## config.mk

```make
export PLATFORM = sky130hd
export DESIGN_NAME = apb_master_bridge
export DESIGN_NICKNAME = d
export VERILOG_FILES = /design/src/rtl/apb_pkg.sv /design/src/rtl/apb_master_bridge.sv
export SDC_FILE = /design/constraint.sdc
export NUM_CORES = 1
export LEC_CHECK = 0
export CAP_MARGIN = 0
export CORE_MARGIN = 5
export CORE_UTILIZATION = 46
export CTS_CLUSTER_SIZE = 20
export DETAILED_ROUTE_END_ITERATION = 10
export PLACE_DENSITY_LB_ADDON = 0.12
export SLEW_MARGIN = 5
export SYNTH_ARGS = -nofsm -noshare
export SYNTH_HDL_FRONTEND = slang
export SYNTH_SLANG_ARGS = --single-unit
export TNS_END_PERCENT = 20
```

## constraint.sdc

```tcl
create_clock -name PCLK -period 4.4 [get_ports PCLK]
set_input_delay 0.44 -clock PCLK [delete_from_list [all_inputs] [get_ports PCLK]]
set_output_delay 0.44 -clock PCLK [all_outputs]
set_load 0.005 [all_outputs]
```

## src/rtl/apb_pkg.sv

```systemverilog
// Shared APB definitions: requester FSM states, register-block address map
// and the value the register block returns for unmapped or write-only reads.
package apb_pkg;

    typedef enum logic [1:0] {
        IDLE   = 2'd0,
        SETUP  = 2'd1,
        ACCESS = 2'd2,
        RESP   = 2'd3
    } state_t;

    localparam logic [7:0]  ADDR_CTRL   = 8'h00;
    localparam logic [7:0]  ADDR_STATUS = 8'h04;
    localparam logic [7:0]  ADDR_CMD    = 8'h08;
    localparam logic [7:0]  ADDR_CONFIG = 8'h0C;

    localparam logic [15:0] READ_MISS   = 16'hDEAD;

endpackage

```

## src/rtl/apb_master_bridge.sv

```systemverilog
// Single-outstanding APB3 requester: a valid/ready command becomes one
// SETUP/ACCESS transfer, and the result is held on the response channel
// until consumed. A wait-state counter aborts transfers whose slave never
// raises PREADY (TIMEOUT=0 disables the abort).
module apb_master_bridge
    import apb_pkg::*;
#(
    parameter int ADDR_W  = 8,
    parameter int DATA_W  = 16,
    parameter int TIMEOUT = 16
) (
    input  logic              PCLK,
    input  logic              PRESETn,
    input  logic              cmd_valid,
    output logic              cmd_ready,
    input  logic              cmd_write,
    input  logic [ADDR_W-1:0] cmd_addr,
    input  logic [DATA_W-1:0] cmd_wdata,
    output logic              rsp_valid,
    input  logic              rsp_ready,
    output logic [DATA_W-1:0] rsp_rdata,
    output logic              rsp_err,
    output logic              rsp_timeout,
    output logic              PSEL,
    output logic              PENABLE,
    output logic              PWRITE,
    output logic [ADDR_W-1:0] PADDR,
    output logic [DATA_W-1:0] PWDATA,
    input  logic [DATA_W-1:0] PRDATA,
    input  logic              PREADY,
    input  logic              PSLVERR
);

    localparam int CNT_W = (TIMEOUT < 1) ? 1 : $clog2(TIMEOUT + 1);
    localparam bit TO_EN = (TIMEOUT != 0);
    // Counter value seen in the last ACCESS cycle the slave is allowed
    localparam logic [CNT_W-1:0] CNT_LAST = CNT_W'((TIMEOUT == 0) ? 0 : TIMEOUT - 1);

    state_t           state;
    logic [CNT_W-1:0] wait_cnt;
    logic             timeout_hit;

    // Saturating increment so a disabled or oversized wait never wraps
    function automatic logic [CNT_W-1:0] sat_inc(input logic [CNT_W-1:0] v);
        return (v == {CNT_W{1'b1}}) ? v : v + 1'b1;
    endfunction

    assign cmd_ready   = (state == IDLE);
    assign timeout_hit = TO_EN && (wait_cnt == CNT_LAST);

    // Transfer FSM with registered bus, response and wait-counter outputs
    always_ff @(posedge PCLK or negedge PRESETn) begin
        if (!PRESETn) begin
            state       <= IDLE;
            PSEL        <= 1'b0;
            PENABLE     <= 1'b0;
            PWRITE      <= 1'b0;
            PADDR       <= '0;
            PWDATA      <= '0;
            rsp_valid   <= 1'b0;
            rsp_rdata   <= '0;
            rsp_err     <= 1'b0;
            rsp_timeout <= 1'b0;
            wait_cnt    <= '0;
        end else begin
            case (state)
                IDLE: begin
                    if (cmd_valid) begin
                        PWRITE <= cmd_write;
                        PADDR  <= cmd_addr;
                        PWDATA <= cmd_wdata;
                        PSEL   <= 1'b1;
                        state  <= SETUP;
                    end
                end
                SETUP: begin
                    PENABLE  <= 1'b1;
                    wait_cnt <= '0;
                    state    <= ACCESS;
                end
                ACCESS: begin
                    // A slave answering in the timeout cycle still completes normally
                    if (PREADY) begin
                        rsp_rdata   <= PWRITE ? '0 : PRDATA;
                        rsp_err     <= PSLVERR;
                        rsp_timeout <= 1'b0;
                        rsp_valid   <= 1'b1;
                        PSEL        <= 1'b0;
                        PENABLE     <= 1'b0;
                        state       <= RESP;
                    end else if (timeout_hit) begin
                        rsp_rdata   <= '0;
                        rsp_err     <= 1'b1;
                        rsp_timeout <= 1'b1;
                        rsp_valid   <= 1'b1;
                        PSEL        <= 1'b0;
                        PENABLE     <= 1'b0;
                        state       <= RESP;
                    end else begin
                        wait_cnt <= sat_inc(wait_cnt);
                    end
                end
                RESP: begin
                    if (rsp_ready) begin
                        rsp_valid <= 1'b0;
                        state     <= IDLE;
                    end
                end
                default: state <= IDLE;
            endcase
        end
    end

endmodule

```

==> flow_summary.html <==
<table>
<tr><th>Metric</th><th>Value</th></tr>
<tr><th colspan="2">Status</th></tr>
<tr><td>Run status</td><td>completed</td></tr>
<tr><th colspan="2">Yosys</th></tr>
<tr><td>Number of enable-type register cells in the synthesized netlist</td><td>0</td></tr>
<tr><td>Syn_nets</td><td>250</td></tr>
<tr><td>Post-synth top area cell</td><td>sky130_fd_sc_hd__dfrtp_1</td></tr>
<tr><td>Register bit total from synthesis</td><td>53</td></tr>
<tr><td>Synth async-reset ratio</td><td>100%</td></tr>
<tr><td>Sequential cell area fraction in the yosys report</td><td>57.9%</td></tr>
<tr><td>Top cells by area in the synthesized netlist</td><td>sky130_fd_sc_hd__dfrtp_1 58%, sky130_fd_sc_hd__mux2_1 13%, sky130_fd_sc_hd__nand2_1 6.6%</td></tr>
<tr><td>Yosys top cell area share</td><td>57.9%</td></tr>
<tr><td>Most numerous cell in the Yosys netlist</td><td>sky130_fd_sc_hd__dfrtp_1</td></tr>
<tr><td>Post-synthesis instance area</td><td>2290 um2</td></tr>
<tr><td>Dominant register cell in the synthesized netlist</td><td>sky130_fd_sc_hd__dfrtp_1</td></tr>
<tr><td>Adder-cell area share of the yosys netlist</td><td>3.83%</td></tr>
<tr><td>Parity-gate share of the synthesized area counting xor and xnor cells</td><td>0.383%</td></tr>
<tr><td>Simple-gate area share of the yosys netlist</td><td>13.0%</td></tr>
<tr><td>Warnings, synthesis</td><td>0</td></tr>
<tr><td>Post-synthesis compound-gate area fraction</td><td>8.63%</td></tr>
<tr><td>Synthesized area per cell</td><td>11.7 um2</td></tr>
<tr><td>Dominant combinational cell family by area after synthesis</td><td>multiplexers</td></tr>
<tr><td>Count of mapped cells out of synthesis</td><td>196</td></tr>
<tr><td>Top cells by count, synth</td><td>53 x sky130_fd_sc_hd__dfrtp_1, 40 x sky130_fd_sc_hd__nand2_1, 26 x sky130_fd_sc_hd__mux2_1, 20 x sky130_fd_sc_hd__o21ai_1</td></tr>
<tr><td>Number of distinct library cell variants in the gate-level netlist after synthesis</td><td>36</td></tr>
<tr><td>Fraction of synthesized area in multiplexers</td><td>13.2%</td></tr>
<tr><th colspan="2">Timing</th></tr>
<tr><td>Share of the clock period used by the worst path</td><td>48.1%</td></tr>
<tr><td>Setup repair after global routing missed its margin</td><td>no</td></tr>
<tr><td>Final hold vios</td><td>0</td></tr>
<tr><td>Total Negative Setup Slacks</td><td>0 ps</td></tr>
<tr><td>Time the final worst path needs with I/O delays and setup</td><td>2120 ps</td></tr>
<tr><td>Number of setup violations in the final report</td><td>0</td></tr>
<tr><td>Headroom to the max-slew limit</td><td>29.6%</td></tr>
<tr><td>Setup Skew</td><td>8.21 ps</td></tr>
<tr><td>Number of pins exceeding their max-slew limit in the final report</td><td>0</td></tr>
<tr><td>Worst slew pin tran</td><td>1050 ps</td></tr>
<tr><td>Timing-limited maximum frequency</td><td>472 MHz</td></tr>
<tr><th colspan="2">Floorplanning</th></tr>
<tr><td>Effective utilization at floorplan</td><td>47.8%</td></tr>
<tr><td>Placeable core region</td><td>4790 um2</td></tr>
<tr><td>Width of the die</td><td>80.6 um</td></tr>
<tr><td>DIE HEIGHT</td><td>80.6 um</td></tr>
<tr><td>DIE AREA</td><td>6490 um2</td></tr>
<tr><td>Core Rows</td><td>25</td></tr>
<tr><td>Ports</td><td>94</td></tr>
<tr><th colspan="2">Clock network</th></tr>
<tr><td>Number of buffers inserted to repair setup after CTS</td><td>0</td></tr>
<tr><td>Number of hold buffers added after cts</td><td>0</td></tr>
<tr><td>Clock transition at the registers of the reported paths</td><td>90 ps</td></tr>
<tr><td>Clock tree root buffer cell</td><td>sky130_fd_sc_hd__clkbuf_8</td></tr>
<tr><td>Worst skew pair latency</td><td>300 ps</td></tr>
<tr><td>Maximum level of the CTS H-tree</td><td>2</td></tr>
<tr><td>Number of CTS-inserted buffers</td><td>5</td></tr>
<tr><td>Total of cells resized after clock tree synthesis</td><td>0</td></tr>
<tr><td>CTS tree</td><td>done</td></tr>
<tr><td>Number of sinks on the clock net</td><td>53</td></tr>
<tr><td>Longest Clk Path Bufs</td><td>2</td></tr>
<tr><th colspan="2">Detailed routing</th></tr>
<tr><td>Via density per instance</td><td>4.86</td></tr>
<tr><td>Via count</td><td>1730</td></tr>
<tr><td>Residual DRC count</td><td>0</td></tr>
<tr><td>Antenna viol nets, final</td><td>0</td></tr>
<tr><td>First drt pass iteration count</td><td>4</td></tr>
<tr><td>Post-Route WL</td><td>5.14 mm</td></tr>
<tr><td>Detailed-route wire length per cell</td><td>14.4 um</td></tr>
<tr><td>Number of DRC markers in iteration 0</td><td>52</td></tr>
<tr><th colspan="2">Power and ir drop</th></tr>
<tr><td>Switching fraction of total power</td><td>31.1%</td></tr>
<tr><td>Reg power frac</td><td>41.1%</td></tr>
<tr><td>Power per cell area</td><td>624 nW/um2</td></tr>
<tr><td>Maximum vdd ir drop</td><td>289 uV</td></tr>
<tr><td>Clock network power share</td><td>13.5%</td></tr>
<tr><td>Leak pwr</td><td>1.44 nW</td></tr>
<tr><td>Internal power</td><td>1.44 mW</td></tr>
<tr><td>Part of the power in combinational logic</td><td>45.5%</td></tr>
<tr><td>Post-layout power</td><td>2.09 mW</td></tr>
<tr><td>Power dissipated by switching net loads</td><td>651 uW</td></tr>
<tr><th colspan="2">Worst setup path</th></tr>
<tr><td>Worst r2r src</td><td>wait_cnt[0]</td></tr>
<tr><td>Maximum fanout encountered on the critical timing path</td><td>23</td></tr>
<tr><td>Worst path arrival time</td><td>2340 ps</td></tr>
<tr><td>Required time of the critical path</td><td>4620 ps</td></tr>
<tr><td>Type of origin of the critical path</td><td>flop</td></tr>
<tr><td>Critical Path Sink Type</td><td>flop</td></tr>
<tr><td>Number of cells traversed by the worst register-to-register path</td><td>7</td></tr>
<tr><td>Crit path from</td><td>wait_cnt[0]</td></tr>
<tr><td>Crit path kind</td><td>reg -&gt; reg</td></tr>
<tr><th colspan="2">Final layout</th></tr>
<tr><td>Total of fill cells in the finished design</td><td>398</td></tr>
<tr><td>Layout net count</td><td>342</td></tr>
<tr><td>Layout area overhead</td><td>46.6%</td></tr>
<tr><td>Share of layout cells above drive strength 1</td><td>5.54%</td></tr>
<tr><td>Final antenna diode count</td><td>0</td></tr>
<tr><th colspan="2">Placed design</th></tr>
<tr><td>Final GP Congestion</td><td>0.735</td></tr>
<tr><td>Detailed-placement wirelength estimate</td><td>3.87 mm</td></tr>
<tr><td>Port Buffer Count</td><td>93</td></tr>
<tr><th colspan="2">GRT</th></tr>
<tr><td>Number of antenna violations at the first check in global routing</td><td>0</td></tr>
<tr><td>Pin count of the biggest net entering global routing</td><td>54</td></tr>
<tr><td>Vias in the first global route</td><td>1750</td></tr>
<tr><td>Global-route congestion overflow total</td><td>0</td></tr>
<tr><td>Combined global-route utilization of all metal layers</td><td>16.6%</td></tr>
<tr><td>Global-route wire length before repair</td><td>8.35 mm</td></tr>
<tr><th colspan="2">Job</th></tr>
<tr><td>Count of maximum capacitance violations</td><td>0</td></tr>
<tr><th colspan="2">Hold path</th></tr>
<tr><td>Path class of the lowest-slack min-delay path</td><td>in -&gt; async</td></tr>
</table>
## per-layer routing
layer / track usage, % / share of wire [%]
met5: 0 / 0
met4: 5.07 / 0.62
met3: 4.82 / 6.3
met2: 27.3 / 48
met1: 21.0 / 45
## placed cells by master (no fill, tap or decap), types with 2 or more instances in the layout
cell / count
sky130_fd_sc_hd__nor3b_1: 3
sky130_fd_sc_hd__nor2b_1: 4
sky130_fd_sc_hd__a21oi_1: 2
sky130_fd_sc_hd__dfrtp_1: 53
sky130_fd_sc_hd__buf_4: 2
sky130_fd_sc_hd__o21ai_0: 2
sky130_fd_sc_hd__ha_1: 7
sky130_fd_sc_hd__nor2_1: 2
sky130_fd_sc_hd__and3_1: 2
sky130_fd_sc_hd__nand2_1: 40
sky130_fd_sc_hd__clkbuf_8: 6
sky130_fd_sc_hd__clkdlybuf4s50_1: 92
sky130_fd_sc_hd__inv_1: 4
sky130_fd_sc_hd__o21ai_1: 20
sky130_fd_sc_hd__mux2_1: 26
## logic make-up (layout without fill, tap and decap cells)
| logic type | count (synthesis) | in the layout |
|---|---|---|
| xor+xnor | 1 | 1 |
| compound gates | 33 | 33 |
| flops | 53 | 53 |
| simple gates | 61 | 61 |
| mux | 27 | 27 |
| fa+ha+maj | 7 | 7 |
| buf+inv | 14 | 107 |
## power by group through the flow
stage / combinational [mW] / clock [mW] / sequential (mW)
after detailed placement: 0.969 / 0 / 0.871
after global routing: 1.05 / 0.315 / 0.899
after CTS: 0.972 / 0.295 / 0.863
after floorplan: 0.384 / 0 / 0.877
final: 0.953 / 0.282 / 0.860
after global placement: 0.940 / 0 / 0.864
## cell type report
type                    count  area (um2)  share of cell area, %
flip-flops and latches     53        1330                   39.5
clock inverters             2        13.8                  0.410
clock buffers               6        82.6                   2.46
repair buffers             95         941                   28.0
well taps                  67        83.8                   2.50
inverters                   4        15.0                  0.447
multi-input cells         129         895                   26.6
## worst paths after layout
path	end	slack, ps
max	rsp_rdata[13]	2280
min	PENABLE	230
max reg2reg	rsp_rdata[13]	2280
min reg2reg	rsp_rdata[10]	490
max in group asynchronous	rsp_valid	3720
min in group PCLK	rsp_rdata[10]	490
## state kept, by name (all words and copies together), names as in the netlist
name / cells
PWDATA: 16
rsp_rdata: 16
PADDR: 8
wait_cnt: 5
state: 2
PENABLE: 1
PSEL: 1
PWRITE: 1
rsp_err: 1
rsp_timeout: 1
rsp_valid: 1
## critical path, stage by stage (launching register included)
cell                      delay [ps]
sky130_fd_sc_hd__dfrtp_1         420
sky130_fd_sc_hd__ha_1            220
sky130_fd_sc_hd__and3_1          160
sky130_fd_sc_hd__ha_1            260
sky130_fd_sc_hd__o21ai_2         450
sky130_fd_sc_hd__buf_4           350
sky130_fd_sc_hd__nand2_1          90
sky130_fd_sc_hd__o21ai_1          80
## per-stage QoR
step	hold slack [ps]	instance area (um2)	setup slack (ps)	util (%)	cells
CTS	267	3360	2260	70.1	356
floorplan	144	2290	2520	-	196
global placement	467	3260	2040	68.1	348
finish	233	3360	2280	70.1	356
detailed placement	475	3260	2030	68.1	348
global route	302	3360	2100	70.1	356
(Power assumes the default switching activity.)
==> patch, RTL diff (same settings) <==
Change the parameter `ADDR_W` from 8 to 10.
--- a/src/rtl/apb_master_bridge.sv
+++ b/src/rtl/apb_master_bridge.sv
@@ -5,7 +5,7 @@
 module apb_master_bridge
     import apb_pkg::*;
 #(
-    parameter int ADDR_W  = 8,
+    parameter int ADDR_W  = 10,
     parameter int DATA_W  = 16,
     parameter int TIMEOUT = 16
 ) (
Interface: changed (resized PADDR and cmd_addr); port bits go from 94 to 98. No check against the original RTL was run, so the function may have changed too.
==> patch against the original RTL <==
Cell area increased by 4.1%. Synthesized area is 3.2% higher. Wire length grew 3.3%. Die area grew 2.8%. Hold slack gained 26 ps. Worst setup slack got worse by 2.8 ps. Sequential cell count rose by 2. Total power up 5.9%. Sequential power up 3.7%. Largest power group unchanged.
==> patch: results (changes against the original RTL) <==
- GR Util met1: 21.7% (+0.70 points)
- Vias per inst: 4.92 (+1.2%)
- Wirelength, routed: 5310 µm (+3.3%)
- Post-synthesis compound-gate area fraction: 8.37% (-0.27 points)
- Sequential cell area share: 39.4% (-0.12 points)
- Worst-Margin Slew: 1120 ps (+70.5 ps)
- Commonest cells post-synth: 55 x dfrtp_1, 40 x nand2_1, 28 x mux2_1, 20 x o21ai_1
- Placer Congestion: 0.722 (-1.7%)
- Wl on met1: 2340 µm (+0.82%)
- Hpwl dp: 3900 µm (+0.86%)
- Final net count: 352 (+2.9%)
- Biggest regs: PWDATA (16), rsp_rdata (16), PADDR (10)
- Sequential power share: 40.2% (-0.9 points)
- Status: finished clean
- Leakage: 0.00149 µW (+4.0%)
- Cell family with most CP delay: simple AND/OR/NAND/NOR gates
- Met2 WL: 2440 µm (-0.89%)
- Layout fillers: 385 (-3.3%)
- # clock sinks: 55 (+3.8%)
- Clock buf/inv share: 3.37% (+0.50 points)
- NonClk Buf Share: 28.1% (+0.042 points)
- Launch point of the worst path: state[0]$_DFFE_PN0P_
- Met3 wire length: 465 µm (+44%)
- Maximum net fanout on the critical path: 27 (+17%)
- Share of layout cells above drive strength 1: 5.39% (-0.15 points)
- Mux contribution to synthesized area: 13.8% (+0.55 points)
- XOR/XNOR Fraction of Synth Area: 0.371% (-0.012 points)
- Multi-input comb cells: 131 (+1.6%)
- Clock Skews: 9.12 ps (+0.907 ps)
- Max incr delay on CP: 670 ps (+220 ps)
- Sequential area share after synthesis: 58.3% (+0.34 points)
- Non-clock buffer count: 99 (+4.2%)
- Synth Area in Adders: 3.71% (-0.12 points)
- Largest net degree at the start of global routing: 56 (+3.7%)
- Number of port buffers: 97 (+4.3%)
- Met2 usage: 26.9% (-0.44 points)
[patch: final timing paths]
path | cells past startpoint | endpoint | slack (ps)
worst min-delay path | 2 | PWDATA[8]$_DFFE_PN0P_ | 260
max in group asynchronous | 2 | PWDATA[2]$_DFFE_PN0P_ | 3690
min in group PCLK | 2 | rsp_rdata[13]$_DFFE_PN0P_ | 490
worst min register to register | 2 | rsp_rdata[13]$_DFFE_PN0P_ | 490
worst max-delay path | 4 | PADDR[0]$_DFFE_PN0P_ | 2280
worst max register to register | 4 | PADDR[0]$_DFFE_PN0P_ | 2280
[patch: through the flow]
stage / power, µW / utilization (%) / area, µm² / worst slack [ps] / cells
floorplan: 1300 / - / 2360 / 2520 / 200
global placement: 1870 / 67.0 / 3380 / 2010 / 359
detailed placement: 1910 / 67.0 / 3380 / 1980 / 359
CTS: 2260 / 69.3 / 3490 / 2160 / 367
global route: 2390 / 69.3 / 3490 / 2040 / 367
finish: 2220 / 69.3 / 3490 / 2280 / 367
